==> config.mk <==
export PLATFORM = sky130hd
export DESIGN_NAME = fpu_sequencer
export DESIGN_NICKNAME = d
export VERILOG_FILES = /design/src/rtl/fpu_sequencer.sv
export SDC_FILE = /design/constraint.sdc
export NUM_CORES = 1
export LEC_CHECK = 0
export BUFFER_PORTS_ARGS = -buffer_cell sky130_fd_sc_hd__clkbuf_2
export CORE_ASPECT_RATIO = 0.6
export CORE_UTILIZATION = 30
export CTS_BUF_LIST = sky130_fd_sc_hd__clkbuf_2 sky130_fd_sc_hd__clkbuf_4 sky130_fd_sc_hd__clkbuf_8
export CTS_CLUSTER_SIZE = 20
export DETAILED_ROUTE_END_ITERATION = 10
export GPL_TIMING_DRIVEN = 0
export PLACE_DENSITY = 0.6
export SETUP_SLACK_MARGIN = 0.05
export SYNTH_ARGS = -nofsm -noshare
export SYNTH_HDL_FRONTEND = slang
export SYNTH_SLANG_ARGS = --single-unit
==> constraint.sdc <==
create_clock -name cpu_clk -period 1.9 [get_ports cpu_clk]
set_input_delay 0.38 -clock cpu_clk [delete_from_list [all_inputs] [get_ports cpu_clk]]
set_output_delay 0.38 -clock cpu_clk [all_outputs]
set_load 0.05 [all_outputs]
==> src/rtl/fpu_sequencer.sv <==
// Issue/sequencing controller between CPU decode and the FPU datapath: accepts one FP op,
// holds its operand fields for the op latency, then strobes a single register-file write.
module fpu_sequencer #(
    parameter int unsigned LAT_ADD  = 3,
    parameter int unsigned LAT_MUL  = 5,
    parameter int unsigned LAT_DIV  = 12,
    parameter int unsigned LAT_SQRT = 16,
    parameter int unsigned LAT_CVT  = 2,
    parameter int unsigned LAT_MOV  = 1
) (
    input  logic        cpu_clk,
    input  logic        reset,
    input  logic        issue_valid,
    output logic        issue_ready,
    input  logic [2:0]  issue_ctrl,
    input  logic [4:0]  issue_rs,
    input  logic [4:0]  issue_rt,
    input  logic [4:0]  issue_rd,
    input  logic [15:0] issue_imm,
    input  logic        issue_alu_src,
    input  logic        issue_reg_dst,
    input  logic        flush,
    output logic [2:0]  alu_ctrl,
    output logic [4:0]  alu_rs,
    output logic [4:0]  alu_rt,
    output logic [15:0] alu_imm,
    output logic        alu_src,
    output logic        alu_start,
    output logic        reg_write,
    output logic [4:0]  write_reg,
    output logic        pend_valid,
    output logic [4:0]  pend_dst,
    output logic        busy
);

    typedef enum logic [1:0] {
        ST_IDLE = 2'd0,
        ST_EXEC = 2'd1,
        ST_WB   = 2'd2
    } state_t;

    state_t      state_q, state_d;
    logic [4:0]  cnt_q, cnt_d;
    logic        first_q, first_d;
    logic [2:0]  ctrl_q, ctrl_d;
    logic [4:0]  rs_q, rs_d;
    logic [4:0]  rt_q, rt_d;
    logic [15:0] imm_q, imm_d;
    logic        src_q, src_d;
    logic [4:0]  dst_q, dst_d;
    logic        accept_s;

    function automatic logic [4:0] lat_of(input logic [2:0] ctrl);
        logic [4:0] lat;
        case (ctrl)
            3'b000, 3'b001: lat = 5'(LAT_ADD);
            3'b010:         lat = 5'(LAT_MUL);
            3'b011:         lat = 5'(LAT_DIV);
            3'b100:         lat = 5'(LAT_SQRT);
            3'b101, 3'b110: lat = 5'(LAT_CVT);
            default:        lat = 5'(LAT_MOV);
        endcase
        return lat;
    endfunction

    // Next-state, handshake and operand-latch logic
    always_comb begin
        issue_ready = ((state_q == ST_IDLE) || (state_q == ST_WB)) && !flush && !reset;
        accept_s    = issue_valid && issue_ready;
        state_d     = state_q;
        cnt_d       = cnt_q;
        first_d     = 1'b0;
        ctrl_d      = ctrl_q;
        rs_d        = rs_q;
        rt_d        = rt_q;
        imm_d       = imm_q;
        src_d       = src_q;
        dst_d       = dst_q;

        // Acceptance is only possible in IDLE or WB, so latching here never disturbs EXEC.
        if (accept_s) begin
            ctrl_d  = issue_ctrl;
            rs_d    = issue_rs;
            rt_d    = issue_rt;
            imm_d   = issue_imm;
            src_d   = issue_alu_src;
            dst_d   = issue_reg_dst ? issue_rd : issue_rt;
            cnt_d   = lat_of(issue_ctrl);
            first_d = 1'b1;
        end else begin
            first_d = 1'b0;
        end

        case (state_q)
            ST_IDLE: begin
                if (accept_s) begin
                    state_d = ST_EXEC;
                end else begin
                    state_d = ST_IDLE;
                end
            end
            ST_EXEC: begin
                cnt_d = cnt_q - 5'd1;
                if (flush) begin
                    state_d = ST_IDLE;
                end else if (cnt_q == 5'd1) begin
                    state_d = ST_WB;
                end else begin
                    state_d = ST_EXEC;
                end
            end
            ST_WB: begin
                if (accept_s) begin
                    state_d = ST_EXEC;
                end else begin
                    state_d = ST_IDLE;
                end
            end
            default: state_d = ST_IDLE;
        endcase
    end

    // State, counter and held-field registers
    always_ff @(posedge cpu_clk) begin
        if (reset) begin
            state_q <= ST_IDLE;
            cnt_q   <= 5'd0;
            first_q <= 1'b0;
            ctrl_q  <= 3'd0;
            rs_q    <= 5'd0;
            rt_q    <= 5'd0;
            imm_q   <= 16'd0;
            src_q   <= 1'b0;
            dst_q   <= 5'd0;
        end else begin
            state_q <= state_d;
            cnt_q   <= cnt_d;
            first_q <= first_d;
            ctrl_q  <= ctrl_d;
            rs_q    <= rs_d;
            rt_q    <= rt_d;
            imm_q   <= imm_d;
            src_q   <= src_d;
            dst_q   <= dst_d;
        end
    end

    assign alu_ctrl   = ctrl_q;
    assign alu_rs     = rs_q;
    assign alu_rt     = rt_q;
    assign alu_imm    = imm_q;
    assign alu_src    = src_q;
    assign alu_start  = (state_q == ST_EXEC) && first_q;
    assign reg_write  = (state_q == ST_WB);
    assign write_reg  = dst_q;
    assign pend_dst   = dst_q;
    assign pend_valid = (state_q != ST_IDLE);
    assign busy       = (state_q != ST_IDLE);

endmodule

* Word level (Yosys, flattened, before mapping) *
Index checks and enable logic that the tools add are counted.

storage, ports and cells
  output and inout bits = 45
  bits in registers = 43
  input port bits = 40
  word-level logic and storage cells = 42

cells by class
  mux-type cells = 9
  add/sub/neg operators = 1
  equal/unequal tests = 9
  reductions and logical operators = 14

operator list
  operator                                             number
  one-hot mux 5 bit (5 select lines)                   1
  2-to-1 mux 5 bit                                     3
  equality test 3 bit, second input constant           3
  equality test 3 x 2 -> 1 bit, second input constant  2
  OR reduction 2 bit                                   3
  equality test 5 x 1 -> 1 bit, second input constant  1
  subtractor 5 x 1 -> 5 bit, second input constant     1
  logical AND 1 bit                                    4
  2-to-1 mux 2 bit                                     2
  one-hot mux 2 bit (2 select lines)                   1
  nonzero test 2 bit                                   2
  equality test 3 x 1 -> 1 bit, second input constant  1
  logical NOT 3 bit                                    1
  equality test 2 x 1 -> 1 bit, second input constant  1
  equality test 2 bit, second input constant           1
  logical NOT 1 bit                                    2
  logical NOT 2 bit                                    1
  2-to-1 mux 1 bit                                     2
  logical OR 1 bit                                     1

* Longest topological paths before layout *
  depth in word-level cells = 7
  depth in mapped cells = 7
  depth with buffers taken out = 5

* Worst setup path after synthesis *
OpenSTA, ideal clock, no wires.

  path kind = input to output
  start point = in reset
  end point = out issue_ready
  stages on the path = 3
  required time = 1520 ps
  setup slack = -247 ps
  path buffers = 2
  arrival = 1767 ps
  cells stage by stage = buf_6 -> clkbuf_1 -> nor3_1

between the ends
  word-level cells in the longest chain between the ends = 2

RTL lines
  what               RTL line  text
  start, declared    12        input logic reset,
  logical NOT 1 bit  68        issue_ready = ((state_q == ST_IDLE) || (state_q == ST_WB)) && !flush && !reset;
  logical AND 1 bit  68
  end, declared      14        output logic issue_ready,

No other way between the ends.

* Worst setup path after layout *
  start point = reg state_q[0]
  end point = out alu_start

between the ends
  word-level cells in the longest chain between the ends = 2

RTL lines
  what                          RTL line  text
  start, declared               42        state_t state_q, state_d;
  start signal, assigned        136       state_q <= state_d;
  equality test 2 x 1 -> 1 bit  153       assign alu_start = (state_q == ST_EXEC) && first_q;
  logical AND 1 bit             153
  end, declared                 28        output logic alu_start,

No other way between the ends.

==> flow_summary.json <==
{
  "final_core_util": 0.427,
  "diodes": 0,
  "tns_ns": 0,
  "required_ns": 1.52,
  "yosys.area_share.simple": 0.206,
  "yosysTopAreaCell": "dfxtp_1",
  "rows": 21,
  "synth-compound-area-share": 0.156,
  "start_util": 0.313,
  "cellInternalPower_mw": 1.45,
  "ys_ff_latch": 43,
  "nets": 341,
  "root_buffer": "clkbuf_8",
  "drt-total-wl_mm": 4.49,
  "core_sq_um": 5620,
  "netlist_top_cells_area": "dfxtp_1 (49%), nand2_1 (14%), a21oi_1 (10%), buf_4 (3.4%), mux2i_1 (2.8%)",
  "period_needed_ns": 1.72,
  "route.detailed.drc": 0,
  "vdd_ir_drop_max_mv": 0.370,
  "synthesis.area_sq_um": 1760,
  "area_growth_pct": 36.3,
  "die_w_um": 101,
  "syn_nets": 252,
  "syn_inst": 210,
  "clockBufferDepth": 2,
  "drive_above_1_share": 0.370,
  "grt_max_degree": 16,
  "hold_violations": 0,
  "avgSynthCellArea_sq_um": 8.39,
  "clock_latency_ns": 0.30,
  "total_power_mw": 2.04,
  "worst-path-max-fanout": 7,
  "reg2reg_slack_ns": 0.26,
  "cts_resized": 2,
  "ctsHtreeMaxLevel": 2,
  "cts.sinks": 43,
  "fp.dieArea_sq_um": 6190,
  "port-buffer-count": 82,
  "max_slew_margin": 0.597,
  "hold_ws_ns": 0.263,
  "leakage_nw": 1.06,
  "vias_per_cell": 4.41,
  "synth_cell_types": 28,
  "min_path_type": "input pin to flip-flop",
  "numCtsBuffers": 5,
  "yosysTopAreaCellShare": 0.489,
  "synthAdderAreaFrac": 0.0142,
  "grt_pass1_wl_mm": 7.02,
  "crit_path_start_kind": "flip-flop",
  "hpwlAfterDp_mm": 3.40,
  "antenna_found_initial": 0,
  "drtAntennaViolNets": 0,
  "drt_iter0_markers": 51,
  "power_frac_seq": 0.471,
  "cts_setup_buffers": 0,
  "die_y_um": 61.4,
  "n_fill_cell": 627,
  "cts_tree": "yes",
  "grt_pass1_vias": 1508,
  "crit_arrival_ns": 1.34,
  "yosys_warnings": 0,
  "rsz0062_at_grt": "no",
  "combPwrFrac": 0.175,
  "fin_crit_sh": 0.903,
  "grt.total_usage": 0.152,
  "sw_frac_of_total": 0.290,
  "yosysSeqAreaShare": 0.489,
  "critical_path_class": "flip-flop to output port",
  "finalSetupViolations": 0,
  "synth-xor-area-share": 0.0199,
  "holdBufCountCts": 0,
  "gr-total-overflow": 0,
  "tightest_slew_ns": 0.605,
  "synthMuxAreaShare": 0.0284,
  "crit_path_end_kind": "output port",
  "switchingPower_uw": 593,
  "num_vias": 1677,
  "post_drt_wl_per_cell_um": 11.8,
  "dr.pass1.iters": 4,
  "synth_top_family_by_area": "simple AND/OR/NAND/NOR gates",
  "cap_violations": 0,
  "slew_violations": 0,
  "finClkSkew_ns": 0.0182,
  "routabilityCongestion": 0.747,
  "power.density_nw_per_um2": 851,
  "status": "completed",
  "path_clk_slew_ns": 0.10,
  "ios": 85,
  "clock_power_share": 0.354,
  "timing.fmax_mhz": 583
}
[synthesized netlist by cell type]
library cell   n
mux2i_1        5
a211oi_1       5
nor2b_1        5
xnor2_1        2
inv_1          2
or4b_1         1
nor3b_1        1
o311ai_0       1
a31oi_1        1
ha_1           2
o21ai_0        1
nand2b_1       1
a211oi_2       3
buf_2          1
nor4_1         2
or2_2          1
buf_1          1
buf_4          8
dfxtp_1       43
and2_1         1
a21oi_1       36
clkbuf_1       6
xor2_1         2
nand2_1       64
nor3_1         4
buf_6          4
nor2_1         6
inv_6          1
[state kept, by name (all words and copies together) (netlist names)]
register  cells
first_q       1
alu_rs        5
alu_ctrl      3
cnt_q         5
alu_rt        5
state_q       2
alu_src       1
alu_imm      16
pend_dst      5
[per-stage QoR]
step,cells,instance area [sq um],setup WS (ns)
floorplan,210,1770,0.180
global placement,372,2280,0.136
detailed placement,372,2280,0.114
CTS,380,2400,0.0871
global route,380,2400,0.0934
finish,380,2400,0.184
[layer usage]
layer,share of wire,track usage,up-vias,routed length [um]
li1,-,-,867,-
met3,0.085,0.0568,5,383
met2,0.40,0.217,61,1780
met4,0.0074,0.0497,0,33
met5,0,0,-,0
met1,0.51,0.212,744,2290
[worst max-delay path: stages, from the launching register on]
cell      delay [ns]
dfxtp_2         0.39
nor2b_4         0.24
and2_1          0.15
clkbuf_2        0.27
[logic make-up after synthesis]
| group | after synthesis |
|---|---|
| AND/OR/NAND/NOR | 86 |
| AO/OA/AOI/OAI | 47 |
| buffers and inverters | 23 |
| multiplexers | 5 |
| XOR/XNOR | 4 |
| flip-flops | 43 |
| adder cells (fa/ha/maj) | 2 |
[area by class of cell]
class                   count  area (sq um)  area share
clock buffers               5          68.8      0.0287
inverters                   3          16.3     0.00677
well taps                  80           100      0.0417
flip-flops and latches     43           862       0.359
repair buffers             82           410       0.171
plain buffers              20           136      0.0568
clock inverters             3          46.3      0.0193
multi-input cells         144           761       0.317
[layout by cell type (no fill, tap or decap), types with 2 or more instances in the layout]
master     n
inv_6      2
xnor2_1    2
clkbuf_8   5
buf_6      4
mux2i_1    5
clkbuf_2  82
dfxtp_1   42
a211oi_1   5
clkbuf_1   6
a211oi_2   3
buf_4      8
ha_1       2
a21oi_1   36
inv_1      2
nand2_1   64
nor4_1     2
nor3_1     3
nor2b_1    4
nor2_1     6
xor2_1     2
[power groups by stage]
stage,Combinational [mW],Sequential (mW),Clock (mW)
floorplan,0.163,1.07,0
global placement,0.357,0.982,0
detailed placement,0.358,0.983,0
CTS,0.360,0.962,0.741
finish,0.358,0.962,0.723
global route,0.391,0.967,0.781
[final timing paths]
kind,from,end,cells past startpoint
setup / recovery,state_q[0]$_SDFF_PP0_,alu_start,3
hold / removal,reset,cnt_q[2]$_SDFFE_PP0P_,2
setup reg to reg,state_q[0]$_SDFF_PP0_,alu_imm[12]$_SDFFE_PP0P_,5
hold reg to reg,alu_imm[8]$_SDFFE_PP0P_,alu_imm[8]$_SDFFE_PP0P_,2
(Power assumes the default switching activity.)
